$ cat config.mk
export PLATFORM = sky130hd
export DESIGN_NAME = bus_arbiter
export DESIGN_NICKNAME = d
export VERILOG_FILES = /design/src/rtl/bus_arbiter_pkg.sv /design/src/rtl/bus_arbiter.sv
export SDC_FILE = /design/constraint.sdc
export NUM_CORES = 1
export LEC_CHECK = 0
export ABC_AREA = 1
export CAP_MARGIN = 20
export CORE_MARGIN = 5
export CORE_UTILIZATION = 35
export CTS_CLUSTER_DIAMETER = 60
export DETAILED_ROUTE_END_ITERATION = 8
export PLACE_DENSITY = 0.86
export SYNTH_ARGS = -nofsm -noshare
export SYNTH_HDL_FRONTEND = slang
export SYNTH_SLANG_ARGS = --single-unit
export TNS_END_PERCENT = 50
$ cat constraint.sdc
create_clock -name clk -period 3.8 [get_ports clk]
set_clock_uncertainty 0.1 [all_clocks]
set_input_delay 0.76 -clock clk [delete_from_list [all_inputs] [get_ports clk]]
set_output_delay 0.76 -clock clk [all_outputs]
set_load 0.01 [all_outputs]
$ cat src/rtl/bus_arbiter_pkg.sv
// Shared definitions for the two-master CPU memory bus arbiter.
package bus_arbiter_pkg;

    // Arbiter FSM encodings
    typedef enum logic {
        ARB_IDLE = 1'b0,
        ARB_BUSY = 1'b1
    } arb_state_t;

    // Read data returned to a master whose transaction was killed by the watchdog
    localparam logic [31:0] BUS_ERR_DATA = 32'hFFFF_FFFF;

endpackage

$ cat src/rtl/bus_arbiter.sv
// Two-master, one-slave round-robin bus arbiter with a hung-transaction watchdog.
// Master 0 is instruction fetch, master 1 is the load/store unit.
module bus_arbiter
    import bus_arbiter_pkg::*;
#(
    parameter int TIMEOUT = 64,
    parameter int TW      = 8
) (
    input  logic        clk,
    input  logic        rst,
    // master 0 (instruction fetch)
    input  logic [31:0] m0_addr,
    input  logic [3:0]  m0_lanes,
    input  logic [31:0] m0_dout,
    input  logic        m0_wr,
    input  logic        m0_valid,
    output logic        m0_ready,
    output logic [31:0] m0_din,
    output logic        m0_err,
    // master 1 (load/store)
    input  logic [31:0] m1_addr,
    input  logic [3:0]  m1_lanes,
    input  logic [31:0] m1_dout,
    input  logic        m1_wr,
    input  logic        m1_valid,
    output logic        m1_ready,
    output logic [31:0] m1_din,
    output logic        m1_err,
    // slave side
    output logic [31:0] s_addr,
    output logic [3:0]  s_lanes,
    output logic [31:0] s_dout,
    output logic        s_wr,
    output logic        s_valid,
    input  logic [31:0] s_din,
    input  logic        s_ready
);

    // A zero TIMEOUT turns the watchdog off entirely
    localparam bit            WDOG_EN = (TIMEOUT != 0);
    localparam logic [TW-1:0] TO_LAST = (TIMEOUT == 0) ? '0 : TW'(TIMEOUT - 1);

    arb_state_t    state_reg;
    logic          g_reg;       // master owning the current transaction
    logic          last_reg;    // master granted most recently
    logic [TW-1:0] cnt_reg;     // BUSY cycles spent waiting for s_ready

    logic          winner;
    logic          any_req;
    logic [31:0]   pick_addr;
    logic [3:0]    pick_lanes;
    logic [31:0]   pick_dout;
    logic          pick_wr;
    logic          busy;
    logic          slave_done;
    logic          timeout_hit;
    logic          complete;
    logic [31:0]   resp_data;

    // Round-robin pick: a lone requester wins, a tie goes to the master not served last
    always_comb begin
        any_req = m0_valid | m1_valid;
        winner  = 1'b0;
        if (m0_valid && m1_valid) begin
            winner = ~last_reg;
        end else if (m1_valid) begin
            winner = 1'b1;
        end
        pick_addr  = winner ? m1_addr  : m0_addr;
        pick_lanes = winner ? m1_lanes : m0_lanes;
        pick_dout  = winner ? m1_dout  : m0_dout;
        pick_wr    = winner ? m1_wr    : m0_wr;
    end

    // Completion detection and response routing; a real s_ready beats a same-cycle timeout
    always_comb begin
        busy        = (state_reg == ARB_BUSY);
        slave_done  = busy && s_ready;
        timeout_hit = WDOG_EN && busy && !s_ready && (cnt_reg == TO_LAST);
        complete    = slave_done || timeout_hit;
        resp_data   = timeout_hit ? BUS_ERR_DATA : s_din;

        m0_ready = complete && !g_reg;
        m1_ready = complete &&  g_reg;
        m0_err   = timeout_hit && !g_reg;
        m1_err   = timeout_hit &&  g_reg;
        m0_din   = m0_ready ? resp_data : 32'h0;
        m1_din   = m1_ready ? resp_data : 32'h0;
    end

    // Arbiter FSM: latch the winner's payload on grant, hold it stable until completion
    always_ff @(posedge clk or posedge rst) begin
        if (rst) begin
            state_reg <= ARB_IDLE;
            g_reg     <= 1'b0;
            last_reg  <= 1'b1;
            cnt_reg   <= '0;
            s_addr    <= 32'h0;
            s_lanes   <= 4'h0;
            s_dout    <= 32'h0;
            s_wr      <= 1'b0;
            s_valid   <= 1'b0;
        end else begin
            case (state_reg)
                ARB_IDLE: begin
                    if (any_req) begin
                        s_addr    <= pick_addr;
                        s_lanes   <= pick_lanes;
                        s_dout    <= pick_dout;
                        s_wr      <= pick_wr;
                        s_valid   <= 1'b1;
                        g_reg     <= winner;
                        last_reg  <= winner;
                        cnt_reg   <= '0;
                        state_reg <= ARB_BUSY;
                    end
                end
                ARB_BUSY: begin
                    if (complete) begin
                        s_valid   <= 1'b0;
                        state_reg <= ARB_IDLE;
                    end else begin
                        cnt_reg <= cnt_reg + 1'b1;
                    end
                end
                default: begin
                    s_valid   <= 1'b0;
                    state_reg <= ARB_IDLE;
                end
            endcase
        end
    end

endmodule

==> results_dict.tcl, run 1 <==
set metrics [dict create \
    ant_nets 0 \
    path_buf_inv 4 \
    postCtsSetupRepairBufs 0 \
    clock-sinks 81 \
    slew_headroom_pct 43.0 \
    drv_slew 0 \
    grt_max_degree 81 \
    muxShareOfSynthArea_pct 0 \
    n_fill_cell 1027 \
    drt-total-wl_um 17300 \
    die_height_um 121 \
    hold_class "register to register" \
    ys_seq_area_share_pct 47.1 \
    crit_chain "clkdlybuf4s50_1 > inv_1 > nand4_1 > nor2_4 > buf_12 > nor2_1 > nor2_1 > clkdlybuf4s50_1" \
    dp_slack_ns 0.296 \
    worst_setup_path_start_kind "primary input" \
    syn_area_per_cell_sq_um 7.30 \
    io_buffers 312 \
    final_cell_mix "clkdlybuf4s50_1 (312), nor2_1 (167), nand2_1 (106)" \
    cts-root-buf "clkbuf_16" \
    end_kind "output pin" \
    worst-setup-path-type "primary input to output pin" \
    grt_pass1_wl_um 26200 \
    hold_viol_final 0 \
    setup_viol 0 \
    synth-xor-area-share_pct 0 \
    drc_errors 0 \
    drive_gt1_share_pct 5.65 \
    cts_tree "built" \
    powerDensity_nw_per_um2 551 \
    yosys_warnings 0 \
    synth_top_family_by_area "simple AND/OR/NAND/NOR gates" \
    worst_pin_slew_ns 0.855 \
    vias_per_cell 4.91 \
    grt_pass1_vias 5048 \
    worstPathRequired_ns 2.94 \
    fin_crit_sh_pct 91.2 \
    holdBufCountCts 0 \
    multi_input_area_sq_um 1990 \
    post_drt_wl_per_cell_um 16.7 \
    worstPathArrival_ns 2.61 \
    tns_ns 0 \
    syn_inst 589 \
    ir_worst_vdd_mv 0.298 \
    status "finished, final reports clean" \
    clkTransAtPathRegs_ns 0.05 \
    holdWs_ns 0.384 \
    max_cap_viol_count 0 \
    vias 5068 \
    fmax_mhz 288 \
    synth.distinct_cells 23 \
    yosys.area_share.adder_pct 0.291 \
    drtPass1Iterations 4 \
    mostFrequentLayoutCell "clkdlybuf4s50_1" \
    grt_util_all_layers_pct 22.9 \
    clockBufferDepth 2 \
    die_x_um 121 \
    worst_slack_ns 0.334 \
    nNetsFinal 1056 \
    period_needed_ns 3.47 \
    rows 40 \
    syn-num-nets 765 \
    cts-resized-gates 0 \
    cts_buffers 9 \
    area_growth_pct 81.8 \
    fp.coreArea_sq_um 12000 \
    rsz0062_at_grt "false" \
    cp_top_family "buffers and inverters" \
    synth_compound_area_share_pct 17.4 \
    worstSkewPairLatency_ns 0.33 \
    antenna_found_initial 1 \
    start_util_pct 35.8 \
    dp_hpwl_um 12900 \
    ys_ff_latch 81 \
    ioPinCount 313 \
    die_area_sq_um 14600 \
    worstPathMaxFanout 33 \
    seqCellArea_sq_um 2030 \
    cpPeakStageDelay_ns 0.56 \
    place.gp.congestion 0.798 \
    critPathSlowestCell "clkdlybuf4s50_1" \
    synth_simple_gate_area_share_pct 28.5 \
    grt_remaining_overflow 0 \
    power_leakage_nw 3.32 \
    syn-cell-area_sq_um 4300 \
    dr.first_iter.drc_count 209 \
    ctsHtreeMaxLevel 3 \
]
synth_stat cells:
master    number  area [sq um]
nor2_2        11          68.8
dfrtp_1       80          2000
nand2_4        2          22.5
nor2_1       167           627
nand2_2        5          31.3
nand2_1      106           398
inv_2          2          7.51
inv_1         16          60.1
ha_1           1          12.5
o21a_1         1          7.51
buf_6          6          67.6
a21oi_4        1          16.3
nor2_4         2          22.5
buf_4          4          30.0
o21ai_2        1          8.76
buf_2         10          50.1
clkbuf_1      19          71.3
dfstp_2        1          26.3
o21ai_0       86           430
o21ai_1       56           280
a21oi_1        1          5.00
nand3_1       10          50.1
nand4_1        1          6.26
area by class of cell:
cell class                      instances  share of cell area (%)
Timing Repair Buffer                  319                    41.1
Sequential cell                        81                    25.9
Multi-Input combinational cell        451                    25.5
Clock buffer                           11                    3.23
Tap cell                              147                    2.35
Clock inverter                          5                   0.992
Inverter                               18                   0.880
Antenna cell                            1                  0.0320
cells by family (layout without fill, tap and decap cells):
group                      Yosys count  count (layout)
buffers and inverters               57             353
other                                0               1
adders and majority gates            1               1
DFF                                 81              81
and+or+nand+nor                    304             304
AOI/OAI and AO/OA                  146             146
worst min-delay path: cells and delay by family, from the launching register on:
family	cells	cell delay [ns]
simple gates	2	0.11
flops	1	0.37
layer usage:
metal  up-vias  routed length [um]  global-route usage (%)
li1       2465                   -                       -
met3        22                1750                    8.76
met4         0                 410                    7.22
met1      2346                6010                    23.7
met5         -                   0                       0
met2       235                9120                    42.3
stage by stage:
| stage | cells | instance area, sq um | util [%] | power, mW |
|---|---|---|---|---|
| after global routing | 1033 | 7820 | 65.1 | 4.58 |
| after detailed placement | 1016 | 7490 | 62.3 | 3.37 |
| after global placement | 1016 | 7490 | 62.3 | 3.33 |
| after CTS | 1032 | 7820 | 65.1 | 4.35 |
| final | 1033 | 7820 | 65.1 | 4.31 |
| after floorplan | 589 | 4300 | - | 2.20 |
power by group:
group	switching, mW	internal (mW)	leakage [nW]	total, mW
registers	0.204	1.20	0.990	1.40
clock network	0.349	0.609	0.162	0.958
logic	0.930	1.02	2.17	1.95
total	1.48	2.83	3.32	4.31
worst paths after layout:
path                          start    endpoint  slack [ns]  cells after the start
max in group asynchronous       rst  s_dout[14]        2.17                      3
setup / recovery            s_ready   m1_din[8]        0.33                      8
hold reg to reg            last_reg    last_reg        0.38                      2
hold / removal             last_reg    last_reg        0.38                      2
setup reg to reg               busy   s_addr[5]        1.64                      6
min in group asynchronous       rst  s_addr[30]        0.74                      2
Note: power is estimated with default switching activity, not from simulation.
==> run 2: changes to the inputs <==
--- a/config.mk
+++ b/config.mk
@@ -9,7 +9,6 @@
 export CAP_MARGIN = 20
 export CORE_MARGIN = 5
 export CORE_UTILIZATION = 35
-export CTS_CLUSTER_DIAMETER = 60
 export DETAILED_ROUTE_END_ITERATION = 8
 export PLACE_DENSITY = 0.86
 export SYNTH_ARGS = -nofsm -noshare
==> results of run 2 <==
No change in the layout: final DEF, timing and power equal those of run 1.
==> run 3: changes to the inputs <==
==> constraint.sdc (replaced) <==
create_clock -name clk -period 3.3 [get_ports clk]
set_clock_uncertainty 0.1 [all_clocks]
set_input_delay 0.66 -clock clk [delete_from_list [all_inputs] [get_ports clk]]
set_output_delay 0.66 -clock clk [all_outputs]
set_load 0.01 [all_outputs]
==> run 3 against run 2 <==
Effect of this change: flip-flop and latch count unchanged; utilization increased by 0.66 points; wire length decreased by 2.2%; worst setup slack lost 0.27 ns; worst hold slack worse by 0.0032 ns; largest power group unchanged.
==> results_dict.tcl, run 3 (synthesis results as in run 1) <==
set metrics [dict create \
    status "finished, final reports clean" \
    die_height_um 121 \
    worstPathRequired_ns 2.54 \
    grt_remaining_overflow 0 \
    hold-path-endpoint "last_reg" \
    drt-total-wl_um 16900 \
    grt_util_all_layers_pct 22.2 \
    fmax_mhz 309 \
    area_growth_pct 83.7 \
    mostFrequentLayoutCell "clkdlybuf4s50_1" \
    drv_slew 0 \
    drtPass1Iterations 6 \
    powerDensity_nw_per_um2 625 \
    clkTransAtPathRegs_ns 0.06 \
    route.met2.wl_um 8880 \
    ir_worst_vdd_mv 0.323 \
    dr_wl_met3_um 1750 \
    worstSkewPairLatency_ns 0.33 \
    hold_start "last_reg" \
    setup_viol 0 \
    seqCellArea_sq_um 2030 \
    reg2reg_from "busy" \
    fin_crit_sh_pct 98.0 \
    worst-setup-path-type "primary input to output pin" \
    worst_pin_slew_ns 0.548 \
    cts-root-buf "clkbuf_16" \
    cp_top_family "buffers and inverters" \
    drive_gt1_share_pct 5.86 \
    die_area_sq_um 14600 \
    clockBufferDepth 2 \
    power_leakage_nw 3.50 \
    period_needed_ns 3.23 \
    end_kind "output pin" \
    post_drt_wl_per_cell_um 16.3 \
    die_x_um 121 \
    hold_viol_final 0 \
    fp.coreArea_sq_um 12000 \
    highest_layer "met4" \
    rows 40 \
    wl_met1_um 5900 \
    holdBufCountCts 0 \
    grt_max_degree 56 \
    max_cap_viol_count 0 \
    whs_path_depth 2 \
    dr.first_iter.drc_count 181 \
    r2r-end "cnt_reg[5]" \
    grt_pass1_vias 4983 \
    cts_buffers 9 \
    worstPathMaxFanout 33 \
    worstPathArrival_ns 2.47 \
    cpPeakStageDelay_ns 0.55 \
    dp_slack_ns 0.0436 \
    vias 5074 \
    antenna_found_initial 0 \
    io_buffers 312 \
    r2r_setup_slack_ns 1.18 \
    multi_input_area_sq_um 2010 \
    final_cell_mix "clkdlybuf4s50_1 (302), nor2_1 (167), nand2_1 (106)" \
    reg2reg_depth 6 \
    nNetsFinal 1059 \
    worst_slack_ns 0.0672 \
    cts_tree "built" \
    path_buf_inv 4 \
    grt_pass1_wl_um 25600 \
    dp_hpwl_um 12900 \
    critPathSlowestCell "clkdlybuf4s50_1" \
    start_util_pct 35.8 \
    drc_errors 0 \
    crit_chain "clkdlybuf4s50_1 > inv_1 > nand4_1 > nor2_4 > buf_12 > nor2_1 > nor2_1 > clkdlybuf4s50_1" \
    place.gp.congestion 0.800 \
    vias_per_cell 4.90 \
    ioPinCount 313 \
    worst_setup_path_start_kind "primary input" \
    ctsHtreeMaxLevel 3 \
    slew_headroom_pct 63.4 \
    clock-sinks 81 \
    holdWs_ns 0.381 \
    hold_class "register to register" \
    n_fill_cell 995 \
    ant_nets 0 \
]
[run 3: cell count changes in the layout (fill, tap and decap cells not counted), moves of 2 or more]
cell,previous run,this run
clkdlybuf4s50_1,312,302
dlymetal6s2s_1,0,10
buf_12,3,5
nand2_4,2,0
nand2_8,0,2
[run 3: power by group]
part	switching [mW]	internal, mW
clock network	0.387	0.677
registers	0.229	1.38
logic	1.08	1.19
[run 3: repair_timing]
action                                  4_1_cts  5_1_grt
buffers inserted                              0        1
resized for setup                             0       12
hold endpoints to repair                      0        0
endpoints found under the setup margin        0       66
[run 3: metrics by stage]
stage,total power [mW],TNS (ns),std cells,area (sq um),utilization [%]
after floorplan,2.53,0,589,4300,-
after global placement,3.84,0,1018,7520,62.6
after detailed placement,3.89,0,1018,7520,62.6
after CTS,4.97,0,1033,7840,65.2
after global routing,5.25,-0.0407,1034,7900,65.8
final,4.94,0,1035,7900,65.8
[run 3: layout make-up]
cell class / count / area share, %
Sequential cell: 81 / 25.7
Multi-Input combinational cell: 451 / 25.5
Clock inverter: 5 / 1.01
Antenna cell: 1 / 0.0317
Timing Repair Buffer: 322 / 41.6
Tap cell: 147 / 2.33
Inverter: 18 / 0.871
Clock buffer: 10 / 3.03
[run 3: how the worst max path moves through the flow]
stage	startpoint	to	cells after the start
after floorplan	rst	busy	1
after global placement	s_ready	m1_din[25]	6
after detailed placement	s_ready	m1_din[25]	8
after CTS	cnt_reg[0]	m1_din[25]	8
after global routing	cnt_reg[0]	m1_din[19]	9
final	s_ready	m0_din[7]	8
[run 3: layer usage]
metal,global-route usage [%],up-vias
li1,-,2471
met1,23.1,2349
met2,41.2,232
met3,7.93,22
met4,7.15,0
met5,0,-
[run 3: worst register-to-register path, cell delays in order, from the launching register on]
cell and delay, ns:
dfrtp_1 0.51, inv_2 0.17, o21ai_4 0.09, buf_4 0.45
buf_4 0.49, nand3_1 0.15, nand2_1 0.09
